--- src/rtl/jam_gen_pkg.sv ---
// Shared definitions for the jam_gen exhaustive assignment search.
//   jam_state_e : controller state encoding (also exported on the State debug port)
//   jw_of       : index width for N workers/jobs (at least 1 bit)
//   mcw_of      : width of a summed cost for N workers and CW-bit costs
package jam_gen_pkg;

   typedef enum logic [1:0] {
      ST_IDLE  = 2'd0,
      ST_CALC  = 2'd1,
      ST_CHECK = 2'd2,
      ST_DONE  = 2'd3
   } jam_state_e;

   function automatic int jw_of(input int n);
      return (n <= 2) ? 1 : $clog2(n);
   endfunction

   function automatic int mcw_of(input int n, input int cw);
      return cw + jw_of(n);
   endfunction

endpackage

--- src/rtl/jam_next_perm.sv ---
// Combinational next-lexicographic-permutation generator.
//   Job     : current permutation, slice k = job of worker k
//   NextJob : lexicographic successor of Job (equals Job when Last)
//   Last    : Job is in descending order, no successor exists
module jam_next_perm
   import jam_gen_pkg::*;
#(
   parameter int N  = 8,
   localparam int JW = jw_of(N)
) (
   input  logic [N*JW-1:0] Job,
   output logic [N*JW-1:0] NextJob,
   output logic            Last
);

   logic [JW-1:0] a [N];
   logic [JW-1:0] s [N];
   logic [JW-1:0] b [N];
   logic [JW-1:0] piv;
   logic [JW-1:0] sw;
   logic [JW-1:0] pv;
   logic          has_piv;

   always_comb begin
      for (int k = 0; k < N; k++) a[k] = Job[k*JW +: JW];

      // Pivot: rightmost ascent. Ascending scan lets the last hit win.
      has_piv = 1'b0;
      piv     = '0;
      for (int i = 0; i < N-1; i++) begin
         if (a[i] < a[i+1]) begin
            has_piv = 1'b1;
            piv     = JW'(i);
         end
      end
      pv = a[piv];

      // The suffix after the pivot is descending, so the rightmost element
      // larger than the pivot value is the smallest such element.
      sw = piv;
      for (int j = 0; j < N; j++) begin
         if ((JW'(j) > piv) && (a[j] > pv)) sw = JW'(j);
      end

      s = a;
      if (has_piv) begin
         s[piv] = a[sw];
         s[sw]  = pv;
      end

      // Reverse the suffix: position k takes position m where k+m = N+piv.
      b = s;
      for (int k = 0; k < N; k++) begin
         for (int m = 0; m < N; m++) begin
            if (has_piv && (JW'(k) > piv) && (JW'(m) > piv) &&
                ((k + m) == (N + int'(piv))))
               b[k] = s[m];
         end
      end

      NextJob = '0;
      for (int k = 0; k < N; k++) NextJob[k*JW +: JW] = b[k];
      Last = !has_piv;
   end

endmodule

--- src/rtl/jam_gen.sv ---
// Exhaustive minimum-cost assignment search over all N! permutations.
// Each permutation is scored in N CALC cycles (one table lookup per worker)
// followed by one CHECK cycle that updates the results and steps to the
// next lexicographic permutation.
//   CLK, RST   : clock, synchronous active-high reset
//   Start      : begin a search (honoured in IDLE or DONE only)
//   W, J       : worker/job index driven to the external cost table
//   Cost       : combinational table response for (W,J)
//   MinCost    : lowest total cost found
//   MatchCount : number of permutations reaching MinCost
//   BestJob    : first permutation reaching MinCost, slice k = job of worker k
//   Busy       : search running (CALC/CHECK)
//   Valid      : results final (DONE)
//   State      : controller state, for debug/checkers
// Start is a level sampled on the clock; no handshake beyond that. Results
// are meaningful only while Valid is high and are held until the next Start.
module jam_gen
   import jam_gen_pkg::*;
#(
   parameter int N   = 8,
   parameter int CW  = 7,
   localparam int JW  = jw_of(N),
   localparam int MCW = mcw_of(N, CW)
) (
   input  logic             CLK,
   input  logic             RST,
   input  logic             Start,
   output logic [JW-1:0]    W,
   output logic [JW-1:0]    J,
   input  logic [CW-1:0]    Cost,
   output logic [MCW-1:0]   MinCost,
   output logic [15:0]      MatchCount,
   output logic [N*JW-1:0]  BestJob,
   output logic             Busy,
   output logic             Valid,
   output jam_state_e       State
);

   function automatic logic [N*JW-1:0] identity_perm();
      logic [N*JW-1:0] r;
      r = '0;
      for (int k = 0; k < N; k++) r[k*JW +: JW] = JW'(k);
      return r;
   endfunction

   jam_state_e       state, state_n;
   logic [JW-1:0]    w_q;
   logic [MCW-1:0]   cur_cost;
   logic [MCW-1:0]   min_cost;
   logic [15:0]      match_cnt;
   logic [N*JW-1:0]  job;
   logic [N*JW-1:0]  best_job;
   logic [N*JW-1:0]  next_job;
   logic             last_perm;
   logic [JW-1:0]    j_sel;
   logic             start_acc;

   jam_next_perm #(.N(N)) u_next_perm (
      .Job     (job),
      .NextJob (next_job),
      .Last    (last_perm)
   );

   assign start_acc = Start && ((state == ST_IDLE) || (state == ST_DONE));

   always_ff @(posedge CLK) begin
      if (RST) state <= ST_IDLE;
      else     state <= state_n;
   end

   always_comb begin
      state_n = state;
      case (state)
         ST_IDLE:  if (Start) state_n = ST_CALC;
         ST_CALC:  if (w_q == JW'(N-1)) state_n = ST_CHECK;
         ST_CHECK: state_n = last_perm ? ST_DONE : ST_CALC;
         ST_DONE:  if (Start) state_n = ST_CALC;
         default:  state_n = ST_IDLE;
      endcase
   end

   always_ff @(posedge CLK) begin
      if (RST) begin
         w_q       <= '0;
         cur_cost  <= '0;
         min_cost  <= '1;
         match_cnt <= '0;
         job       <= identity_perm();
         best_job  <= identity_perm();
      end else if (start_acc) begin
         w_q       <= '0;
         cur_cost  <= '0;
         min_cost  <= '1;
         match_cnt <= '0;
         job       <= identity_perm();
         best_job  <= identity_perm();
      end else begin
         case (state)
            ST_CALC: begin
               cur_cost <= cur_cost + MCW'(Cost);
               w_q      <= (w_q == JW'(N-1)) ? '0 : w_q + 1'b1;
            end
            ST_CHECK: begin
               if (cur_cost < min_cost) begin
                  min_cost  <= cur_cost;
                  match_cnt <= 16'd1;
                  best_job  <= job;
               end else if (cur_cost == min_cost) begin
                  match_cnt <= match_cnt + 16'd1;
               end
               cur_cost <= '0;
               w_q      <= '0;
               // The last permutation has no successor; keep it as is.
               if (!last_perm) job <= next_job;
            end
            default: ;
         endcase
      end
   end

   always_comb begin
      j_sel = '0;
      for (int k = 0; k < N; k++) begin
         if (w_q == JW'(k)) j_sel = job[k*JW +: JW];
      end
   end

   assign W          = w_q;
   assign J          = j_sel;
   assign MinCost    = min_cost;
   assign MatchCount = match_cnt;
   assign BestJob    = best_job;
   assign Busy       = (state == ST_CALC) || (state == ST_CHECK);
   assign Valid      = (state == ST_DONE);
   assign State      = state;

endmodule

--- config.mk ---
export PLATFORM = sky130hd
export DESIGN_NAME = jam_gen
export DESIGN_NICKNAME = d
export VERILOG_FILES = /design/src/rtl/jam_gen_pkg.sv /design/src/rtl/jam_next_perm.sv /design/src/rtl/jam_gen.sv
export SDC_FILE = /design/constraint.sdc
export NUM_CORES = 1
export LEC_CHECK = 0
export BUFFER_PORTS_ARGS = -buffer_cell sky130_fd_sc_hd__buf_2
export CAP_MARGIN = 20
export CORE_UTILIZATION = 50
export DETAILED_ROUTE_END_ITERATION = 10
export PLACE_DENSITY = 0.79
export SKIP_LAST_GASP = 1
export SYNTH_ARGS = -nofsm -noshare
export SYNTH_HDL_FRONTEND = slang
export SYNTH_SLANG_ARGS = --single-unit
--- constraint.sdc ---
create_clock -name CLK -period 6.62 [get_ports CLK]
set_clock_uncertainty 0.05 [all_clocks]
set_input_delay 0 -clock CLK [delete_from_list [all_inputs] [get_ports CLK]]
set_output_delay 0 -clock CLK [all_outputs]
set_load 0.02 [all_outputs]
# Word-level counts from Yosys, hierarchy flattened

Index checks and enable logic that the tools add are counted.

Register bits after elaboration: 89
Word-level logic and storage cells: 338
Bits of input ports: 10
Output and inout bits: 60

Bitwise logic cells: 2
Reduce and logical (&&, ||, !) cells: 157
Add/sub/neg operators: 4
Multiplexer cells: 113
Eq/ne operators: 27
Magnitude comparators: 28

Operator list:

| operator                                                    | count |
|---|---|
| 2-to-1 mux 3 bit                                            | 89 |
| equality test 5 x 32 -> 1 bit (first input constant)        | 7 |
| logical AND 1 bit                                           | 145 |
| equality test 4 x 32 -> 1 bit (first input constant)        | 4 |
| equality test 3 x 32 -> 1 bit (first input constant)        | 2 |
| bitwise mux 24 bit                                          | 2 |
| equality test 2 x 32 -> 1 bit (first input constant)        | 1 |
| 2-to-1 mux 16 bit                                           | 2 |
| > comparator 3 bit                                          | 8 |
| less-than comparator 3 bit                                  | 7 |
| case mux 10 bit (2 select lines)                            | 1 |
| binary-select mux 3 bit (select 3 bit)                      | 2 |
| demux 3 bit (select 3 bit)                                  | 2 |
| adder 16 x 1 -> 16 bit (second input constant)              | 1 |
| equality test 3 bit (second input constant)                 | 4 |
| > comparator 3 bit (first input constant)                   | 4 |
| adder 10 x 7 -> 10 bit                                      | 1 |
| equality test 10 bit                                        | 1 |
| less-than comparator 10 bit                                 | 1 |
| 2-to-1 mux 2 bit                                            | 5 |
| >= comparator 4 bit (second input constant)                 | 2 |
| less-than comparator 4 x 1 -> 1 bit (second input constant) | 2 |
| 2-to-1 mux 1 bit                                            | 8 |
| NOT 3 -> 4 bit                                              | 2 |
| other kinds (18)                                            | 28 |

# Depth between registers and ports, before layout

Word-level depth: 35
Mapped depth: 24
Mapped depth without buffers: 21

# Modules after synthesis

Synthesis repeated with hierarchy kept, for this count alone.

Cells, all modules: 1011
Area total of the unflattened synthesis: 7453.4 um2

Modules (own cells, without submodules):

| module        | area an instance (um2) | sequential area each (um2) | cells an instance | times used |
|---|---|---|---|---|
| jam_gen       | 4282.9                 | 1781.7                     | 540               | 1 |
| jam_next_perm | 3170.5                 | 0.0                        | 471               | 1 |

# Worst setup path before layout

No wires, ideal clock.

Path type: flip-flop to flip-flop
Start point: register job[14]
End point: register job[22]
Setup slack: 1.312 ns
Library setup time: 0.122 ns
Clock period less this slack: 5.308 ns
Cell stages (with the launch flop): 23
Data arrival time: 5.136 ns
Buffers on the path: 1
Required time: 6.448 ns
Cell sequence: dfxtp_1 > clkbuf_1 > inv_1 > ha_1 > a21oi_1 > o21ai_2 > a211oi_1 > nor2_1 > o211ai_1 > a21oi_1 > nor2_1 > inv_2 > ha_1 > nor2b_1 > or3_1 > a22o_1 > nor4_4 > nand2_1 > nor2_1 > nor3_1 > a2111oi_0 > a2111oi_0 > o32a_1

Longest elaborated chain between the ends: 33
Elaborated cells on any way between the ends: 97
Those cells by class: add/sub (1); order compare (22); eq/ne (8); mux (36); bitwise (2); reduce/logical (28)

RTL lines:

| what                                                                               | line                                     | text |
|---|---|---|
| start, declared                                                                    | jam_gen.sv:51                            | `logic [N*JW-1:0] job;` |
| start signal, assigned                                                             | jam_gen.sv:88                            | `job <= identity_perm();` |
| start signal, assigned                                                             | jam_gen.sv:95                            | `job <= identity_perm();` |
| start signal, assigned                                                             | jam_gen.sv:114                           | `if (!last_perm) job <= next_job;` |
| less-than comparator 3 bit                                                         | jam_next_perm.sv:31                      | `if (a[i] < a[i+1]) begin` |
| 2-to-1 mux 2 bit                                                                   | jam_next_perm.sv:31                      |  |
| 2-to-1 mux 3 bit (3 in series)                                                     | jam_next_perm.sv:31                      |  |
| NOT 3 -> 4 bit (not written as such)                                               | jam_next_perm.sv:36, jam_next_perm.sv:47 |  |
| binary-select mux 3 bit (select 3 bit)                                             | jam_next_perm.sv:36                      | `pv = a[piv];` |
| 2-to-1 mux 3 bit (not written as such) (2 in series)                               | jam_next_perm.sv:36                      |  |
| > comparator 3 bit                                                                 | jam_next_perm.sv:42                      | `if ((JW'(j) > piv) && (a[j] > pv)) sw = JW'(j);` |
| logical AND 1 bit                                                                  | jam_next_perm.sv:42                      |  |
| 2-to-1 mux 3 bit (8 in series)                                                     | jam_next_perm.sv:42                      |  |
| NOT 3 -> 4 bit (not written as such)                                               | jam_next_perm.sv:47, jam_next_perm.sv:48 |  |
| >= comparator 4 bit (not written as such), or another cell as far along            | jam_next_perm.sv:48                      | `s[sw] = pv;` |
| logical AND 1 bit (not written as such) / 2-to-1 mux 3 bit (equally long branches) | jam_next_perm.sv:48, jam_next_perm.sv:47 |  |
| 2-to-1 mux 3 bit, on equally long branches                                         | jam_next_perm.sv:48, jam_next_perm.sv:47 |  |
| demux 3 bit (select 3 bit) / bitwise mux 24 bit (equally long branches)            | jam_next_perm.sv:48, jam_next_perm.sv:47 |  |
| bitwise mux 24 bit                                                                 | jam_next_perm.sv:48                      |  |
| 2-to-1 mux 3 bit (8 in series)                                                     | jam_next_perm.sv:55                      | `if (has_piv && (JW'(k) > piv) && (JW'(m) > piv) &&` |

Several ways; a longest one is shown, not always the timed one. The select of a mux whose other input is x is not followed.
A chain may end at the register's enable or synchronous reset.

# Final worst setup path

Start point: register job[7]
End point: register job[20]

Longest elaborated chain between the ends: 35
Elaborated cells on any way between the ends: 101
Those cells by class: add/sub (1); order compare (22); eq/ne (8); mux (40); bitwise (2); reduce/logical (28)

RTL lines:

| what                                                                               | line |
|---|---|
| less-than comparator 3 bit                                                         | jam_next_perm.sv:31 |
| 2-to-1 mux 1 bit                                                                   | jam_next_perm.sv:31 |
| 2-to-1 mux 2 bit (2 in series)                                                     | jam_next_perm.sv:31 |
| 2-to-1 mux 3 bit (3 in series)                                                     | jam_next_perm.sv:31 |
| NOT 3 -> 4 bit (not written as such)                                               | jam_next_perm.sv:36, jam_next_perm.sv:47 |
| binary-select mux 3 bit (select 3 bit)                                             | jam_next_perm.sv:36 |
| 2-to-1 mux 3 bit (not written as such) (2 in series)                               | jam_next_perm.sv:36 |
| > comparator 3 bit                                                                 | jam_next_perm.sv:42 |
| logical AND 1 bit                                                                  | jam_next_perm.sv:42 |
| 2-to-1 mux 3 bit (8 in series)                                                     | jam_next_perm.sv:42 |
| NOT 3 -> 4 bit (not written as such)                                               | jam_next_perm.sv:47, jam_next_perm.sv:48 |
| >= comparator 4 bit (not written as such), or another cell as far along            | jam_next_perm.sv:48 |
| logical AND 1 bit (not written as such) / 2-to-1 mux 3 bit (equally long branches) | jam_next_perm.sv:48, jam_next_perm.sv:47 |
| 2-to-1 mux 3 bit, on equally long branches                                         | jam_next_perm.sv:48, jam_next_perm.sv:47 |
| demux 3 bit (select 3 bit) / bitwise mux 24 bit (equally long branches)            | jam_next_perm.sv:48, jam_next_perm.sv:47 |
| bitwise mux 24 bit                                                                 | jam_next_perm.sv:48 |
| 2-to-1 mux 3 bit (8 in series)                                                     | jam_next_perm.sv:55 |

Several ways; a longest one is shown, not always the timed one. The select of a mux whose other input is x is not followed.

==> flow_metrics.py <==
metrics = {
    "yosys": {
        "synth_top_family_by_area": "compound AO/OA/AOI/OAI gates",
        "async_reset_ff_frac": 0,
        "synthFlopType": "dfxtp_1",
        "yosys_warnings": 0,
        "synth_edf_count": 0,
        "muxShareOfSynthArea": 0.0165,
        "synth_fa_ha_area_frac": 0.107,
        "synth_area_sq_um": 7420,
        "synth_compound_area_frac": 0.354,
        "yosysSeqAreaShare": 0.240,
        "synth-simple-area-share": 0.215,
        "ys_ff_latch": 89,
        "synth-xor-area-share": 0.00591,
        "ys_types": 86,
        "synthCells": 992,
        "syn_area_per_cell_sq_um": 7.48,
        "syn_nets": 1065,
    },
    "final_layout": {
        "antennaDiodeCount": 0,
        "syn_to_final_growth_pct": 14.6,
        "drive_above_1_share": 0.169,
        "regArea_sq_um": 1780,
        "layout.nets": 1141,
        "nFillCells": 1326,
        "final_cell_mix": "nand2_1, dfxtp_1, nor2_1",
        "mostFrequentLayoutCell": "nand2_1",
        "multiInputGateArea_sq_um": 5240,
    },
    "grt": {
        "antenna_found_initial": 1,
        "grt_pass1_wl_microns": 45600,
        "grt_max_degree": 46,
        "grt_pass1_vias": 7886,
        "groute.usage.overall": 0.405,
        "grt.overflow.total": 0,
    },
    "critical_path": {
        "cp.required_ps": 6780,
        "crit_type": "flop to flop",
        "slowest_delay_ps": 690,
        "cp-end-kind": "flop",
        "ff2ff_setup_slack_ps": 190,
        "reg2regPathDepth": 21,
        "crit_end": "job[20]$_SDFFE_PP1P_",
        "critPathLaunchType": "flop",
        "slowest_stage": "dfxtp_1",
        "timing.rr.start": "job[7]$_SDFFE_PP1P_",
        "crit_chain": "inv_1, ha_1, a21oi_1, o21ai_1, o211a_1, nor2_1, o211ai_1, a21oi_1, nor2_1, inv_2, ha_1, nor2b_1, or3_1, a22o_1, nor4_4, and2_1, nand2_1, buf_4, o221ai_1, a221oi_1, o221ai_1",
        "critPathMaxFanout": 8,
        "r2r-end": "job[20]$_SDFFE_PP1P_",
        "cp.arrival_ps": 6590,
        "cp-startpoint": "job[7]$_SDFFE_PP1P_",
    },
    "placed_design": {
        "io_buffer_count": 69,
        "place_hpwl_microns": 22700,
        "post-place-ws_ps": 148,
        "place_congestion": 1.12,
    },
    "clock_network": {
        "path_clk_slew_ps": 70,
        "cts_buffers": 9,
        "cts_root_buffer": "clkbuf_16",
        "cts.sinks": 89,
        "cts.htree.levels": 3,
        "cts_tree": "yes",
        "insertion_delay_ps": 370,
        "cts_max_path_buffers": 2,
        "post_cts_buffers": 0,
    },
    "power_and_ir_drop": {
        "p_comb_frac": 0.761,
        "p_int_mw": 2.10,
        "leakagePower_nw": 3.54,
        "clkPwrFrac": 0.102,
        "peakVddDrop_uv": 354,
        "power.density_nw_per_um2": 608,
        "pwr-share-seq": 0.136,
        "netSwitchingFraction": 0.592,
        "power.switching_mw": 3.06,
    },
    "die": {
        "dieArea_sq_um": 15300,
        "core_sq_um": 14500,
        "die_x_microns": 124,
        "std_cell_rows": 44,
        "io_pins": 70,
        "start_util": 0.512,
        "die_h_microns": 124,
    },
    "sta": {
        "rsz0062_at_grt": "false",
        "fin_crit_ps": 6430,
        "finalWorstSetupSlack_ps": 189,
        "post-route-period-util": 0.971,
        "fin_setup_tns_ps": 0,
        "setup_viol": 0,
        "slew_viol_final": 0,
        "worstMarginPinSlew_ps": 1140,
        "relSlewSlack": 0.235,
        "hold_viol": 0,
        "fmax_mhz": 156,
    },
    "routing": {
        "wire_per_inst_microns": 24.6,
        "wl_met1_microns": 12400,
        "ant_nets": 0,
        "finalWirelength_microns": 31000,
        "dr.first_iter.drc_count": 1150,
        "num_vias": 8827,
        "met2_length_microns": 12900,
        "drcViolationCount": 0,
        "route.met3.wl_microns": 3760,
        "post_drt_via_cell_ratio": 7.02,
        "highest_layer": "met5",
        "dr.pass1.iters": 7,
    },
    "flow_run": {
        "drv_cap": 0,
    },
    "status": {
        "status": "completed",
    },
    "worst_hold_path": {
        "hold_class": "input pin to flop",
    },
}
-- worst min path at each step --
stage / start / endpoint / slack (ps) / cells after the start
finish: Start / State[0]$_SDFFE_PP0P_ / 30 / 4
global route: Start / State[0]$_SDFFE_PP0P_ / 100 / 4
CTS: Start / State[0]$_SDFFE_PP0P_ / 30 / 4
detailed placement: RST / State[1]$_SDFFE_PP0P_ / 190 / 2
global placement: RST / State[0]$_SDFFE_PP0P_ / 180 / 2
floorplan: RST / State[0]$_SDFFE_PP0P_ / 20 / 1
-- cells in the mapped netlist, drive strengths merged (11+ instances only) --
| cell | count | area [sq um] |
|---|---|---|
| nand2 | 121 | 454 |
| dfxtp | 89 | 1780 |
| nor2 | 85 | 337 |
| o21ai | 75 | 413 |
| a21oi | 74 | 378 |
| ha | 62 | 776 |
| inv | 54 | 203 |
| clkbuf | 44 | 165 |
| o211ai | 33 | 248 |
| nand3 | 29 | 145 |
| nor3 | 27 | 146 |
| a211oi | 24 | 190 |
| a22oi | 21 | 158 |
| o21a | 20 | 151 |
| o221ai | 15 | 138 |
| a21o | 14 | 105 |
| a31oi | 14 | 87.6 |
| and3 | 13 | 81.3 |
| buf | 13 | 78.8 |
| nor2b | 12 | 85.1 |
| a221oi | 11 | 103 |
| nor4 | 11 | 83.8 |
| o22ai | 11 | 68.8 |
| or3 | 11 | 68.8 |
-- cell families (layout without fill, tap and decap cells) --
| kind of cell | count (synthesis) | count (layout) |
|---|---|---|
| AND/OR/NAND/NOR | 337 | 337 |
| multiplexers | 12 | 12 |
| adder cells (fa/ha/maj) | 63 | 63 |
| flip-flops | 89 | 89 |
| buffers and inverters | 111 | 192 |
| AO/OA/AOI/OAI | 375 | 375 |
| XOR/XNOR | 5 | 5 |
-- stage by stage --
step | instance area, sq um | power, mW | hold slack [ps] | util | instances
final | 8500 | 5.16 | 30.3 | 0.587 | 1257
after global routing | 8500 | 5.36 | 98.6 | 0.587 | 1257
after floorplan | 7420 | 3.15 | 19.1 | - | 992
after CTS | 8460 | 4.91 | 27.3 | 0.585 | 1257
after global placement | 8150 | 4.40 | 182 | 0.563 | 1239
after detailed placement | 8150 | 4.37 | 193 | 0.563 | 1239
-- final cells by class --
cell class	instances	share of cell area
multi-input cells	792	0.616
flip-flops and latches	89	0.210
repair buffers	122	0.0881
well taps	184	0.0271
clock buffers	9	0.0265
inverters	54	0.0239
clock inverters	7	0.00825
-- layer usage --
layer	vias to the layer above	global-route usage
li1	3889	-
met1	4111	0.527
met2	651	0.603
met3	172	0.102
met4	4	0.227
met5	-	0.0208
-- critical path, delay by kind of cell (launching register included) --
family | cells | cell delay [ps]
fa+ha+maj | 2 | 510
buf+inv | 3 | 620
simple gates | 7 | 2180
flops | 1 | 690
compound gates | 9 | 2220
-- timing repair --
action	4_1_cts	5_1_grt
endpoints found under the hold margin	3	0
setup endpoints to repair	0	6
resized for setup	0	5
hold buffers	2	0
-- power by group through the flow --
| stage | logic (mW) | clock network, mW | registers (mW) |
|---|---|---|---|
| CTS | 3.69 | 0.529 | 0.696 |
| global route | 4.10 | 0.552 | 0.712 |
| finish | 3.93 | 0.529 | 0.704 |
| global placement | 3.70 | 0 | 0.704 |
| floorplan | 2.42 | 0 | 0.732 |
| detailed placement | 3.66 | 0 | 0.708 |
-- registers in the layout, indices dropped and copies added, names as in the netlist --
name and flops:
MatchCount 16, BestJob 24, State 2, MinCost 10
W 3, job 24, cur_cost 10
No activity file was read; power rests on OpenSTA's default activity.
